$ cat src/rtl/ls_queue.sv
// ls_queue: in-order load/store queue sitting between dispatch and the
// memory unit. It holds DEPTH entries in a circular FIFO, captures operand
// values from the common data bus, and presents only the oldest entry
// to the memory unit.
//
// Ports
//   clk, reset_n          single clock, synchronous active-low reset
//   flush                 squash on mispredict; the queue is empty next cycle
//   dp_*                  dispatch of one load (dp_read_write=1) or store per cycle
//   cdb_*                 result broadcast used to wake up waiting operands
//   rob_head_tag          a store may issue only when it is at the ROB head
//   fu_done               memory unit finished the issued head op
//   issue_en, issue_*     head entry presented to the memory unit
//   full, count           occupancy
module ls_queue #(
   parameter int DEPTH       = 8,
   parameter int XLEN        = 32,
   parameter int ROB_TAG_LEN = 6
) (
   input  logic                         clk,
   input  logic                         reset_n,
   input  logic                         flush,
   input  logic                         dp_en,
   input  logic                         dp_read_write,
   input  logic [2:0]                   dp_func3,
   input  logic [XLEN-1:0]              dp_imm,
   input  logic [ROB_TAG_LEN-1:0]       dp_tag,
   input  logic                         dp_src1_ready,
   input  logic [XLEN-1:0]              dp_src1_value,
   input  logic [ROB_TAG_LEN-1:0]       dp_src1_tag,
   input  logic                         dp_src2_ready,
   input  logic [XLEN-1:0]              dp_src2_value,
   input  logic [ROB_TAG_LEN-1:0]       dp_src2_tag,
   input  logic                         cdb_valid,
   input  logic [ROB_TAG_LEN-1:0]       cdb_tag,
   input  logic [XLEN-1:0]              cdb_value,
   input  logic [ROB_TAG_LEN-1:0]       rob_head_tag,
   input  logic                         fu_done,
   output logic                         issue_en,
   output logic                         issue_read_write,
   output logic [2:0]                   issue_func3,
   output logic [XLEN-1:0]              issue_src1,
   output logic [XLEN-1:0]              issue_src2,
   output logic [XLEN-1:0]              issue_imm,
   output logic [ROB_TAG_LEN-1:0]       issue_tag,
   output logic                         full,
   output logic [$clog2(DEPTH+1)-1:0]   count
);

   localparam int PTR_W = $clog2(DEPTH);
   localparam int CNT_W = $clog2(DEPTH+1);

   // Control state (reset and flushed)
   logic [DEPTH-1:0] valid;
   logic [PTR_W-1:0] head;
   logic [PTR_W-1:0] tail;

   // Entry payload (never reset; meaningful only while valid)
   logic                   rw_q     [DEPTH];
   logic [2:0]             func3_q  [DEPTH];
   logic [XLEN-1:0]        imm_q    [DEPTH];
   logic [ROB_TAG_LEN-1:0] tag_q    [DEPTH];
   logic                   s1_rdy_q [DEPTH];
   logic [XLEN-1:0]        s1_val_q [DEPTH];
   logic [ROB_TAG_LEN-1:0] s1_tag_q [DEPTH];
   logic                   s2_rdy_q [DEPTH];
   logic [XLEN-1:0]        s2_val_q [DEPTH];
   logic [ROB_TAG_LEN-1:0] s2_tag_q [DEPTH];

   logic            push;
   logic            pop;
   logic            s1_rdy_in;
   logic            s2_rdy_in;
   logic [XLEN-1:0] s1_val_in;
   logic [XLEN-1:0] s2_val_in;

   // Stores wait for the ROB head so memory is only written once the store
   // is non-speculative; loads go as soon as their base is known. Because
   // only the head may issue, a load can never pass an older store.
   assign issue_en = valid[head] && s1_rdy_q[head] &&
                     (rw_q[head] || (s2_rdy_q[head] && (tag_q[head] == rob_head_tag)));

   assign full = (count == CNT_W'(DEPTH));
   // A full queue drops dispatch even if the head pops in the same cycle.
   assign push = dp_en && !full && !flush;
   assign pop  = fu_done && issue_en && !flush;

   // Operand arriving on the CDB in the dispatch cycle is taken directly.
   assign s1_rdy_in = dp_src1_ready || (cdb_valid && (dp_src1_tag == cdb_tag));
   assign s1_val_in = dp_src1_ready ? dp_src1_value : cdb_value;
   assign s2_rdy_in = dp_src2_ready || (cdb_valid && (dp_src2_tag == cdb_tag));
   assign s2_val_in = dp_src2_ready ? dp_src2_value : cdb_value;

   always_comb begin
      issue_read_write = 1'b0;
      issue_func3      = '0;
      issue_src1       = '0;
      issue_src2       = '0;
      issue_imm        = '0;
      issue_tag        = '0;
      if (valid[head]) begin
         issue_read_write = rw_q[head];
         issue_func3      = func3_q[head];
         issue_src1       = s1_val_q[head];
         issue_src2       = s2_val_q[head];
         issue_imm        = imm_q[head];
         issue_tag        = tag_q[head];
      end
   end

   always_ff @(posedge clk) begin
      if (!reset_n || flush) begin
         valid <= '0;
         head  <= '0;
         tail  <= '0;
         count <= '0;
      end else begin
         // push and pop never target the same slot: pop needs a valid head,
         // push needs a free tail, and head==tail means empty or full.
         if (pop) begin
            valid[head] <= 1'b0;
            head        <= head + PTR_W'(1);
         end
         if (push) begin
            valid[tail] <= 1'b1;
            tail        <= tail + PTR_W'(1);
         end
         count <= count + CNT_W'(push) - CNT_W'(pop);
      end
   end

   always_ff @(posedge clk) begin
      // Wake-up applies to every valid entry, including a head popping now;
      // the captured value simply dies with the popped entry.
      for (int i = 0; i < DEPTH; i++) begin
         if (cdb_valid && valid[i]) begin
            if (!s1_rdy_q[i] && (s1_tag_q[i] == cdb_tag)) begin
               s1_rdy_q[i] <= 1'b1;
               s1_val_q[i] <= cdb_value;
            end
            if (!s2_rdy_q[i] && (s2_tag_q[i] == cdb_tag)) begin
               s2_rdy_q[i] <= 1'b1;
               s2_val_q[i] <= cdb_value;
            end
         end
      end
      if (push) begin
         rw_q[tail]     <= dp_read_write;
         func3_q[tail]  <= dp_func3;
         imm_q[tail]    <= dp_imm;
         tag_q[tail]    <= dp_tag;
         s1_rdy_q[tail] <= s1_rdy_in;
         s1_val_q[tail] <= s1_val_in;
         s1_tag_q[tail] <= dp_src1_tag;
         s2_rdy_q[tail] <= s2_rdy_in;
         s2_val_q[tail] <= s2_val_in;
         s2_tag_q[tail] <= dp_src2_tag;
      end
   end

endmodule

$ cat config.mk
export PLATFORM = sky130hd
export DESIGN_NAME = ls_queue
export DESIGN_NICKNAME = d
export VERILOG_FILES = /design/src/rtl/ls_queue.sv
export SDC_FILE = /design/constraint.sdc
export NUM_CORES = 1
export LEC_CHECK = 0
export ABC_CLOCK_PERIOD_IN_PS = 5400
export BUFFER_PORTS_ARGS = -buffer_cell sky130_fd_sc_hd__buf_2
export CAP_MARGIN = 20
export CORE_UTILIZATION = 30
export DETAILED_ROUTE_END_ITERATION = 10
export HOLD_SLACK_MARGIN = 0.12
export PLACE_DENSITY = 0.51
export SETUP_SLACK_MARGIN = 0.2
export SYNTH_ARGS = -nofsm -noshare
export SYNTH_HDL_FRONTEND = slang
export SYNTH_SLANG_ARGS = --single-unit
$ cat constraint.sdc
create_clock -name clk -period 5.4 [get_ports clk]
set_input_delay 0.27 -clock clk [delete_from_list [all_inputs] [get_ports clk]]
set_output_delay 0.27 -clock clk [all_outputs]
set_load 0.02 [all_outputs]
# Word level (Yosys, flattened, before mapping)
# Memories as Yosys holds them, arrays and structs flattened. A register that Yosys moved wholly into a read port is not among the register bits.
# Index checks and enable logic that the tools add are counted.
# op_classes
addsub	4
eq_ne	20
shift	0
order_cmp	4
n_bitwise	3
n_reduce_logical	58
n_div	0
muxes	83
mul	0
# op_table
operator	n
two-way mux 32 bit	5
equality test 6 bit	19
two-way mux 1 bit	54
two-way mux 3 bit	17
logical AND 1 bit	35
two-way mux 8 bit	3
zero test 1 bit	19
AND 8 bit	1
less-than comparator 3 x 4 -> 1 bit (second input constant)	2
inverter 8 bit	1
OR 8 bit	1
adder 3 x 1 -> 3 bit (second input constant)	2
demux 1 bit (select 3 bit)	2
greater-or-equal comparator 3 x 1 -> 1 bit (second input constant)	2
two-way mux 6 bit	1
adder 4 x 1 -> 4 bit	1
equality test 4 bit (second input constant)	1
logical OR 1 bit	4
subtractor 4 x 1 -> 4 bit	1
binary-select mux 1 bit (select 3 bit)	1
# totals
mem_count	10
mem_bits_ro	0
latchBits	0
reg_bits	18
ramBits	960
# memory_table
name	depth	word_bits	read_ports	rd_clocked_by_memory_dff	write_ports	line_no	source
imm_q	8	32	1	1	1	61	logic [XLEN-1:0] imm_q [DEPTH];
s1_val_q	8	32	1	1	9	64	logic [XLEN-1:0] s1_val_q [DEPTH];
s2_val_q	8	32	1	1	9	67	logic [XLEN-1:0] s2_val_q [DEPTH];
s1_tag_q	8	6	8	0	1	65	logic [ROB_TAG_LEN-1:0] s1_tag_q [DEPTH];
s2_tag_q	8	6	8	0	1	68	logic [ROB_TAG_LEN-1:0] s2_tag_q [DEPTH];
tag_q	8	6	1	1	1	62	logic [ROB_TAG_LEN-1:0] tag_q [DEPTH];
+4 memories	n/a	n/a	n/a	n/a	n/a	n/a	

# Longest topological paths before layout
# Gate-level depths: netlist of the first run.
# depth
depth_word	10
ltp_mapped	15

# Worst setup path after synthesis of the first run
# Ideal clock, no wire load.
# synth_timing
path_kind	input-to-reg
start	input cdb_tag[4]
end	memory s1_val_q[7][0] (enable)
path_stages	6
n_path_buf	2
t_arrival_ns	3.928
setup_time_ns	0.466
slack_ns	1.006
path_cell_list	clkbuf_1 -> clkbuf_1 -> xor2_1 -> nor4_1 -> nand4_1 -> o21ai_0
# synth_lines
element	line_no	source
start: declaration	35	input logic [ROB_TAG_LEN-1:0] cdb_tag,
end: declaration	64	

==> summary.log, run 1 <==
qor: critical_path.cp_class flop to output port
qor: timing.max_clock_freq 228 MHz
qor: yosys.ys_dominant_reg_cell sky130_fd_sc_hd__edfxtp_1
qor: yosys.post_synth_instance_area 42,900 um2
qor: power_and_ir_drop.vdd.ir_drop.worst 0.000246 V
qor: die.floorplan.die_area 144,000 um2
qor: timing.timing_max_transition_violations_final 0
qor: route.drt_first_iter_violations 2,391
qor: global_routing.total_grt_overflow 0
qor: power_and_ir_drop.clock_network_power_share 43.9%
qor: cts.tritoncts built
qor: route.drt_pre_antenna_iters 5
qor: yosys.syn-instance-count 2,824
qor: route.via_per_inst 5.11
qor: global_routing.initial_antenna_violation_count 12
qor: layout.layout_commonest_cell sky130_fd_sc_hd__edfxtp_1
qor: layout.final_cell_mix sky130_fd_sc_hd__edfxtp_1 (944), sky130_fd_sc_hd__a21oi_1 (528), sky130_fd_sc_hd__nor2_1 (388)
qor: die.core_area 142,000 um2
qor: global_routing.grt_pass1_wl 185,000 um
qor: critical_path.critical_path_cell_sequence buf_4 > buf_4 > mux4_2 > mux2i_1 > nor2_1 > buf_2
qor: layout.drive_gt1_share 22.2%
qor: die.floorplan.initialDensity 30.3%
qor: power_and_ir_drop.power.leakage 16.6 nW
qor: critical_path.arrival 4.11 ns
qor: timing.totalNegativeSetupSlack 0 ns
qor: route.route.layer.met1.wl 57,200 um
qor: cts.cts_post_setup_buffers_inserted 0
qor: route.met2_wirelength 59,200 um
qor: timing.timing_hold_violations_final 0
qor: yosys.yosysSeqAreaShare 67.9%
qor: critical_path.worstSetupStartpointType flop
qor: cts.clkSinkCount 981
qor: place.routability_cong 0.756
qor: cts.ctsHtreeMaxLevel 3
qor: critical_path.max_stage_delay 0.84 ns
qor: timing.clock_skew 0.0171 ns
qor: timing.slew_headroom 24.9%
qor: timing.setup_viol_count_final 0
qor: min_path.hold_class primary input to flop
qor: die.pin_count 282
qor: route.met3_wirelength 8810 um
qor: yosys.async_reset_ff_share 0%
qor: die.fp-row-count 138
qor: yosys.syn_nets 3,002
qor: route.drc 0
qor: route.detail-route-antenna-nets 0
qor: yosys.syn-mean-instance-area 15.2 um2
qor: critical_path.end_kind output port
qor: timing.measured_slew_at_the_worst_slew_check_pin 1.13 ns
qor: critical_path.cpMaxStageDelayCell sky130_fd_sc_hd__buf_4
qor: global_routing.grt_use_total 17.6%
qor: cts.clock_tree.buffer_depth 3
qor: critical_path.critical_path.most_common_cell sky130_fd_sc_hd__buf_4
qor: yosys.synth_enable_flop_cells 944
qor: global_routing.grt_start_max_net_pins 157
qor: job.max_cap_violations 0
qor: place.detailed_place.area 46,400 um2
qor: layout.finalInstanceArea 51,400 um2
qor: critical_path.critPathTopFamily buffers and inverters
qor: layout.fin_util 36.3%
qor: global_routing.number_of_global_route_vias_before_repair 26,600
qor: critical_path.critical_path.max_fanout 58
qor: cts.cts.root.buffer_cell sky130_fd_sc_hd__clkbuf_16
qor: cts.worst_setup_hold_path_clk_slew 0.06 ns
qor: layout.layout.nets 3,370
qor: timing.layout_min_cycle_time 4.38 ns
qor: outcome.status completed
qor: power_and_ir_drop.register_share_of_total_power 50.5%
qor: route.detail_route.wirelength 129,000 um
qor: yosys.synth-warning-count 0
qor: yosys.ys_seq_elements 981
qor: route.route.vias.total 26,400
qor: yosys.synthDistinctLibCells 46
qor: timing.final_min_period_over_clock_period 81.1%
qor: place.dp_hpwl 74,300 um
qor: route.topRoutingLayerUsed met5
qor: layout.areaGrowthSynthToFinish 19.8%
qor: power_and_ir_drop.intPower 13.0 mW
qor: route.wire_per_inst 24.8 um
qor: power_and_ir_drop.power_per_cell_area 326 nW/um2
qor: die.fp.dieW 380 um
qor: power_and_ir_drop.switching_portion_of_total_power 22.5%
qor: timing.rsz0062_at_grt no
qor: cts.clk-insertion-delay-late 0.74 ns
qor: critical_path.cp.buffers_inverters 3
qor: critical_path.required 5.13 ns
qor: power_and_ir_drop.net-switching-power 3.77 mW
qor: power_and_ir_drop.power_frac_comb 5.7%
qor: cts.cts_inserted_buffers 109
qor: place.io_buffers 281
qor: die.die_y 380 um
==> Yosys cell counts, types with 2 or more instances <==
cell type                  count  area, um2
sky130_fd_sc_hd__edfxtp_1    944      28300
sky130_fd_sc_hd__a21oi_1     528       2640
sky130_fd_sc_hd__nor2_1      393       1480
sky130_fd_sc_hd__mux4_2      215       4840
sky130_fd_sc_hd__mux2i_1     176       1760
sky130_fd_sc_hd__clkbuf_1    131        492
sky130_fd_sc_hd__xor2_1       63        552
sky130_fd_sc_hd__buf_1        56        210
sky130_fd_sc_hd__xnor2_1      54        473
sky130_fd_sc_hd__nand2_1      39        146
sky130_fd_sc_hd__dfxtp_1      37        741
sky130_fd_sc_hd__buf_2        29        145
sky130_fd_sc_hd__o21ai_0      26        130
sky130_fd_sc_hd__inv_1        21       78.8
sky130_fd_sc_hd__nor4_1       21        131
sky130_fd_sc_hd__nand3_1      18       90.1
sky130_fd_sc_hd__a21o_1       11       82.6
sky130_fd_sc_hd__nor3_1       10       50.1
sky130_fd_sc_hd__nand2b_1      9       56.3
sky130_fd_sc_hd__ha_1          7       87.6
sky130_fd_sc_hd__nor2b_1       5       31.3
sky130_fd_sc_hd__nand4_1       3       18.8
sky130_fd_sc_hd__o22ai_1       3       18.8
sky130_fd_sc_hd__a41o_1        2       20.0
sky130_fd_sc_hd__and2_1        2       12.5
==> power groups by stage <==
| stage | Sequential (mW) | Clock [mW] | Combinational (mW) |
|---|---|---|---|
| after detailed placement | 8.61 | 0 | 0.866 |
| after floorplan | 8.61 | 0 | 0.516 |
| after global routing | 8.46 | 7.78 | 1.04 |
| after global placement | 8.61 | 0 | 0.855 |
| after CTS | 8.45 | 7.52 | 0.956 |
| final | 8.45 | 7.35 | 0.953 |
==> logic make-up (layout without fill, tap and decap cells) <==
| group | after synthesis | count (layout) | synth area share, % |
|---|---|---|---|
| DFF | 981 | 981 | 67.9 |
| AOI/OAI and AO/OA | 580 | 580 | 6.98 |
| and+or+nand+nor | 505 | 505 | 4.81 |
| muxes | 393 | 393 | 15.5 |
| buffers and inverters | 240 | 696 | 2.21 |
| xor gates and xnor gates | 117 | 117 | 2.39 |
| adders and majority gates | 8 | 8 | 0.251 |
| other | 0 | 5 | 0 |
==> worst min-delay path, stage by stage <==
cell and delay (ns):
sky130_fd_sc_hd__buf_2 0.10, sky130_fd_sc_hd__mux2i_1 0.22, sky130_fd_sc_hd__a21oi_1 0.20
==> registers in the layout, indices dropped and copies added, names as in the netlist, named ones only <==
register	flops
imm_q	256
s1_val_q	256
s2_val_q	256
s1_tag_q	48
s2_tag_q	48
tag_q	48
func3_q	24
rw_q	8
s1_rdy_q	8
s2_rdy_q	8
valid	8
count	4
head	3
tail	3
==> through the flow <==
step	hold WS, ns	cells	total power [mW]	worst slack (ns)
2_1_floorplan	0.369	2824	9.13	1.01
3_3_place_gp	0.498	4825	9.47	1.26
3_5_place_dp	0.510	4826	9.48	1.29
4_1_cts	0.123	5169	16.9	0.901
5_1_grt	0.174	5173	17.3	0.836
6_report	0.173	5175	16.8	1.02
==> what timing repair did <==
action                                 in CTS  in global routing
endpoints found under the hold margin     966                  0
resized for setup                           0                  0
hold buffers                              144                  0
==> final timing paths <==
check                          from         endpoint  slack, ns  depth (start not counted)
setup / recovery               flop   issue_src1[25]       1.02                          6
hold / removal    dp_src1_value[21]  s1_val_q[7][21]       0.17                          3
setup reg to reg           count[2]  s2_val_q[2][22]       1.11                         11
hold reg to reg         s2_rdy_q[6]      s2_rdy_q[6]       0.53                          2
==> routing by layer <==
layer	vias to the layer above	GRT usage, %
li1	11700	-
met1	13700	24.8
met2	904	27.4
met3	193	3.32
met4	12	5.35
met5	-	0
==> layout make-up <==
type                       instances  area [um2]
tap                             1890        2360
clock buffer                     132        2840
clock inverter                    67         637
timing repair buffer             475        3360
fill                           13600       90200
sequential                       981       29100
inverter                          22        95.1
antenna                            5        12.5
multi-input combinational       1603       13000
Power figures use the tool's default switching activity.
==> run 2: changes to the inputs <==
ABC_CLOCK_PERIOD_IN_PS = 4220   (was 5400)
clock period = 4.22 ns   (was 5.4 ns; I/O delays follow)
==> run 2 against run 1 <==
Effect of this change:
- final cell count increased by 1.1%
- critical path depth increased by 3
- wire length increased by 1.4%
- core utilization increased by 0.80 points
- first-iteration DRC count decreased by 3.7%
- non-clock buffer count increased by 56
- clock power increased by 32%
==> summary.log, run 2 (synthesis gave the netlist of run 1 again) <==
qor: layout.finalInstanceArea 52,500 um2
qor: timing.layout_min_cycle_time 3.81 ns
qor: critical_path.worst_r2r_path_depth 9
qor: power_and_ir_drop.intPower 17.0 mW
qor: route.via_per_inst 5.06
qor: critical_path.cp_class flop to flop
qor: die.fp.dieW 380 um
qor: die.die_y 380 um
qor: power_and_ir_drop.power_frac_comb 5.7%
qor: critical_path.arrival 4.44 ns
qor: timing.clock_skew 0.0436 ns
qor: critical_path.end_kind flop
qor: cts.ctsHtreeMaxLevel 3
qor: critical_path.worstSetupStartpointType flop
qor: min_path.worst_hold_launch dp_src2_value[27]
qor: global_routing.total_grt_overflow 0
qor: cts.clk-insertion-delay-late 0.74 ns
qor: cts.worst_setup_hold_path_clk_slew 0.06 ns
qor: job.max_cap_violations 0
qor: route.detail-route-antenna-nets 0
qor: layout.layout_top_registers imm_q (256), s1_val_q (256), s2_val_q (256)
qor: die.core_area 142,000 um2
qor: die.pin_count 282
qor: cts.clkSinkCount 981
qor: place.detailed_place.area 47,000 um2
qor: timing.finalHoldWorstSlack 0.168 ns
qor: power_and_ir_drop.power.leakage 17.1 nW
qor: layout.n_fill_cell 13,400
qor: route.wire_per_inst 24.9 um
qor: timing.setup_viol_count_final 0
qor: critical_path.timing.critical_path.depth 9
qor: route.route.vias.total 26,500
qor: global_routing.grt_start_max_net_pins 125
qor: route.detail_route.wirelength 130,000 um
qor: route.drt_pre_antenna_iters 5
qor: die.fp-row-count 138
qor: power_and_ir_drop.net-switching-power 4.82 mW
qor: die.floorplan.die_area 144,000 um2
qor: timing.totalNegativeSetupSlack 0 ns
qor: timing.timing_max_transition_violations_final 0
qor: min_path.hold_class primary input to flop
qor: critical_path.reg2reg_setup_slack 0.41 ns
qor: min_path.worstHoldPathCells 3
qor: critical_path.max_stage_delay 0.73 ns
qor: critical_path.critical_path.max_fanout 11
qor: min_path.hold_path_end s2_val_q[6][27]
qor: cts.cts_inserted_buffers 110
qor: place.io_buffers 281
qor: place.post-place-cells 4,845
qor: power_and_ir_drop.switching_portion_of_total_power 22.1%
qor: power_and_ir_drop.vdd.ir_drop.worst 0.000318 V
qor: layout.drive_gt1_share 22.7%
qor: cts.cts.root.buffer_cell sky130_fd_sc_hd__clkbuf_16
qor: layout.areaGrowthSynthToFinish 22.5%
qor: power_and_ir_drop.power_per_cell_area 415 nW/um2
qor: cts.tritoncts built
qor: global_routing.grt_use_total 17.8%
qor: timing.slew_headroom 24.6%
qor: power_and_ir_drop.clock_network_power_share 44.6%
qor: global_routing.grt_pass1_wl 187,000 um
qor: timing.max_clock_freq 262 MHz
qor: cts.clock_tree.buffer_depth 3
qor: route.drc 0
qor: timing.timing_hold_violations_final 0
qor: layout.instances_no_fill 5,231
qor: layout.layout_commonest_cell sky130_fd_sc_hd__edfxtp_1
qor: timing.measured_slew_at_the_worst_slew_check_pin 1.12 ns
qor: critical_path.critical_path.most_common_cell sky130_fd_sc_hd__dlygate4sd3_1
qor: timing.final_min_period_over_clock_period 90.4%
qor: critical_path.cp.buffers_inverters 2
qor: critical_path.cpMaxStageDelayCell sky130_fd_sc_hd__dlygate4sd3_1
qor: critical_path.reg2reg_to valid[6]
qor: power_and_ir_drop.finalPower 21.8 mW
qor: global_routing.initial_antenna_violation_count 9
qor: route.drt_first_iter_violations 2,303
qor: place.dp_hpwl 73,700 um
qor: die.floorplan.initialDensity 30.3%
qor: critical_path.critical_path_cell_sequence mux4_2 > mux2i_1 > xor2_1 > o211ai_1 > o21a_1 > nor4_4 > dlygate4sd3_1 > a21oi_1 > dlygate4sd3_1
qor: critical_path.critPathTopFamily buffers and inverters
qor: outcome.status completed
qor: layout.final_cell_mix sky130_fd_sc_hd__edfxtp_1 (944), sky130_fd_sc_hd__a21oi_1 (528), sky130_fd_sc_hd__nor2_1 (388)
qor: global_routing.number_of_global_route_vias_before_repair 27,200
qor: critical_path.required 4.84 ns
qor: layout.layout.nets 3,427
qor: place.routability_cong 0.770
qor: timing.rsz0062_at_grt no
qor: power_and_ir_drop.register_share_of_total_power 49.6%
-- run 2: worst max-delay path by stage --
stage              from              end  slack [ns]
4_1_cts            flop   issue_src1[31]        0.21
6_report           flop         valid[6]        0.41
2_1_floorplan  count[2]  s1_val_q[3][22]        0.21
3_3_place_gp       flop         count[2]        0.40
3_5_place_dp       flop         count[2]        0.48
5_1_grt            flop         valid[6]        0.21
-- run 2: stage by stage --
step | util (%) | worst slack, ns
floorplan | - | 0.207
finish | 37.1 | 0.405
global route | 37.1 | 0.211
CTS | 37.0 | 0.207
detailed placement | 33.2 | 0.476
global placement | 33.2 | 0.398
-- run 2: worst min-delay path: stages --
cell                      delay, ns
sky130_fd_sc_hd__buf_2         0.14
sky130_fd_sc_hd__mux2i_1       0.23
sky130_fd_sc_hd__a21oi_1       0.18
-- run 2: layer usage --
layer | global-route usage [%] | wire length [um] | vias up
met5 | 0 | 59 | -
met2 | 29.4 | 63100 | 892
li1 | - | - | 11800
met3 | 2.99 | 8050 | 163
met4 | 4.52 | 2500 | 8
met1 | 24.3 | 56600 | 13600
-- run 2: layout make-up --
class / instances / area, um2 / share of cell area (%)
antenna: 3 / 7.51 / 0.0143
clock inverter: 63 / 737 / 1.40
inverter: 22 / 97.6 / 0.186
timing repair buffer: 531 / 4320 / 8.22
sequential: 981 / 29100 / 55.4
clock buffer: 138 / 2900 / 5.53
tap: 1890 / 2360 / 4.51
multi-input combinational: 1603 / 13000 / 24.7
-- run 2: what timing repair did --
| item | 4_1_cts | 5_1_grt |
|---|---|---|
| gates resized for setup | 3 | 1 |
| endpoints found under the setup margin | 18 | 10 |
| cloned | 0 | 1 |
| hold buffers | 175 | 1 |
| hold endpoints to repair | 971 | 6 |
| setup buffers | 0 | 4 |
-- run 2: power groups by stage --
stage | combinational, mW | sequential [mW] | clock (mW)
floorplan | 0.661 | 11.0 | 0
global placement | 1.11 | 11.0 | 0
detailed placement | 1.12 | 11.0 | 0
CTS | 1.26 | 10.8 | 9.94
global route | 1.37 | 10.8 | 10.3
finish | 1.25 | 10.8 | 9.73
==> run 3: changes to the inputs <==
CORE_UTILIZATION = 40   (was 30)
GPL_TIMING_DRIVEN = 0   (was default)
PLACE_DENSITY = 0.63   (was 0.51)
==> run 3 against run 2 <==
Effect of this change:
- the flow now finishes with violations (DRC)
- via count up 7.0%
- hold slack got worse by 0.033 ns
- critical path depth is the same
- die area shrank 25%
- critical path type is now flop to output port
- core utilization grew 11 points
- setup slack worse by 0.13 ns
==> summary.log, run 3 (synthesis gave the netlist of run 1 again) <==
qor: cts.worst_setup_hold_path_clk_slew 0.06 ns
qor: die.fp.dieW 329 um
qor: layout.final_cell_mix sky130_fd_sc_hd__edfxtp_1 (944), sky130_fd_sc_hd__a21oi_1 (528), sky130_fd_sc_hd__nor2_1 (384)
qor: place.routability_cong 0.879
qor: die.floorplan.die_area 108,000 um2
qor: outcome.status finished with violations
qor: place.detailed_place.area 46,700 um2
qor: die.core_area 106,000 um2
qor: route.detail_route.wirelength 141,000 um
qor: global_routing.grt_pass1_wl 197,000 um
qor: timing.rsz0062_at_grt yes
qor: timing.setup_viol_count_final 0
qor: timing.layout_min_cycle_time 3.95 ns
qor: power_and_ir_drop.vdd.ir_drop.worst 0.000321 V
qor: route.drt_pre_antenna_iters 11
qor: critical_path.arrival 3.74 ns
qor: global_routing.number_of_global_route_vias_before_repair 27,600
qor: layout.fin_util 48.2%
qor: power_and_ir_drop.net-switching-power 4.71 mW
qor: outcome.failing_checks DRC
qor: power_and_ir_drop.power_frac_comb 5.9%
qor: route.via_per_inst 5.94
qor: layout.area.sequential 29,100 um2
qor: layout.finalInstanceArea 51,000 um2
qor: min_path.worst_hold_launch dp_src1_value[21]
qor: power_and_ir_drop.intPower 16.2 mW
qor: global_routing.grt_use_total 25.7%
qor: min_path.hold_class primary input to flop
qor: cts.ctsHtreeMaxLevel 3
qor: timing.timing_max_transition_violations_final 0
qor: critical_path.reg2reg_to s1_val_q[0][13]
qor: route.route.vias.total 28,300
qor: route.topRoutingLayerUsed met5
qor: route.met3_wirelength 16,400 um
qor: cts.cts.root.buffer_cell sky130_fd_sc_hd__clkbuf_16
qor: layout.multi_input_area 13,000 um2
qor: route.detail-route-antenna-nets 0
qor: route.met2_wirelength 65,000 um
qor: job.max_cap_violations 0
qor: critical_path.cpMaxStageDelayCell sky130_fd_sc_hd__nor2_1
qor: power_and_ir_drop.switching_portion_of_total_power 22.5%
qor: critical_path.cp_class flop to output port
qor: die.fp-row-count 119
qor: cts.clock_tree.buffer_depth 3
qor: layout.n_fill_cell 9,152
qor: global_routing.initial_antenna_violation_count 12
qor: timing.final_min_period_over_clock_period 93.6%
qor: route.drt_first_iter_violations 3,651
qor: cts.cts_inserted_buffers 98
qor: power_and_ir_drop.power_per_cell_area 411 nW/um2
qor: die.pin_count 282
qor: timing.slew_headroom 21.3%
qor: global_routing.total_grt_overflow 0
qor: layout.drive_gt1_share 22.3%
qor: layout.layout.nets 3,460
qor: timing.clock_skew 0.0458 ns
qor: critical_path.critical_path_cell_sequence buf_2 > clkbuf_4 > buf_4 > clkbuf_2 > clkbuf_4 > mux4_2 > mux2i_1 > nor2_1 > buf_2
qor: critical_path.worstSetupStartpointType flop
qor: power_and_ir_drop.finalPower 20.9 mW
qor: power_and_ir_drop.register_share_of_total_power 51.6%
qor: global_routing.grt_start_max_net_pins 52
qor: timing.timing_hold_violations_final 0
qor: critical_path.reg2reg_setup_slack 0.39 ns
qor: critical_path.regToRegStartpoint count[2]
qor: power_and_ir_drop.power.leakage 16.7 nW
qor: place.dp_hpwl 91,500 um
qor: critical_path.worst_r2r_path_depth 12
qor: critical_path.critical_path.endpoint issue_src2[28]
qor: cts.clkSinkCount 981
qor: cts.clk-insertion-delay-late 0.70 ns
qor: die.floorplan.initialDensity 40.5%
qor: route.route.layer.met1.wl 53,000 um
qor: timing.max_clock_freq 253 MHz
qor: critical_path.max_stage_delay 0.48 ns
qor: layout.layout_top_registers imm_q (256), s1_val_q (256), s2_val_q (256)
qor: layout.areaGrowthSynthToFinish 19.0%
qor: route.drc 22
qor: cts.tritoncts built
qor: route.wire_per_inst 29.5 um
qor: timing.measured_slew_at_the_worst_slew_check_pin 1.18 ns
qor: critical_path.required 4.01 ns
qor: die.die_y 329 um
qor: power_and_ir_drop.clock_network_power_share 42.5%
qor: place.io_buffers 241
qor: layout.layout_commonest_cell sky130_fd_sc_hd__edfxtp_1
qor: critical_path.end_kind output port
qor: critical_path.critical_path.max_fanout 10
-- run 3: timing repair --
action / CTS / global route
gates resized for setup: 73 / 32
hold endpoints to repair: 542 / 0
pin swaps: 0 / 1
setup endpoints to repair: 495 / 548
hold buffers: 82 / 0
setup buffers: 0 / 3
-- run 3: worst max-delay path: cells and delay by family (launching register included) --
family | cells | cell delay [ns]
buffers and inverters | 6 | 1.91
and+or+nand+nor | 1 | 0.48
DFF | 1 | 0.30
muxes | 2 | 0.30
-- run 3: cell type report --
cell class              instances  share of cell area [%]
diodes                          4                  0.0196
repair buffers                358                    5.47
well taps                    1391                    3.41
plain buffers                 218                    2.02
multi-input cells            1603                    25.5
clock inverters                66                    1.40
flip-flops and latches        981                    57.0
clock buffers                 118                    5.01
inverters                      22                   0.162
-- run 3: power by group through the flow --
stage	Combinational, mW	Clock, mW	Sequential [mW]
final	1.23	8.89	10.8
after global routing	1.33	9.32	10.8
after CTS	1.21	8.95	10.8
after detailed placement	1.14	0	11.0
after global placement	1.10	0	11.0
after floorplan	0.661	0	11.0
-- run 3: per-layer routing --
metal | vias to the layer above | GRT usage, %
met5 | - | 0
met4 | 12 | 10.8
met3 | 338 | 6.80
met2 | 1880 | 39.9
met1 | 14200 | 34.4
li1 | 11900 | -
-- run 3: metrics by stage --
| step | cells | TNS, ns | hold slack, ns | worst slack, ns |
|---|---|---|---|---|
| after global placement | 4456 | -1598.20 | 0.463 | -2.53 |
| after CTS | 4754 | 0 | 0.122 | 0.213 |
| after detailed placement | 4488 | -19.81 | 0.486 | -0.426 |
| after floorplan | 2824 | 0 | 0.310 | 0.207 |
| final | 4761 | 0 | 0.135 | 0.272 |
| after global routing | 4759 | 0 | 0.153 | 0.202 |
-- run 3: worst min path at each step --
stage                      end  cells after the start
2_1_floorplan    func3_q[0][0]                      0
3_3_place_gp       s1_rdy_q[7]                      2
3_5_place_dp      imm_q[4][16]                      1
4_1_cts        s2_val_q[2][24]                      3
5_1_grt         s2_val_q[4][9]                      3
6_report       s1_val_q[6][21]                      3
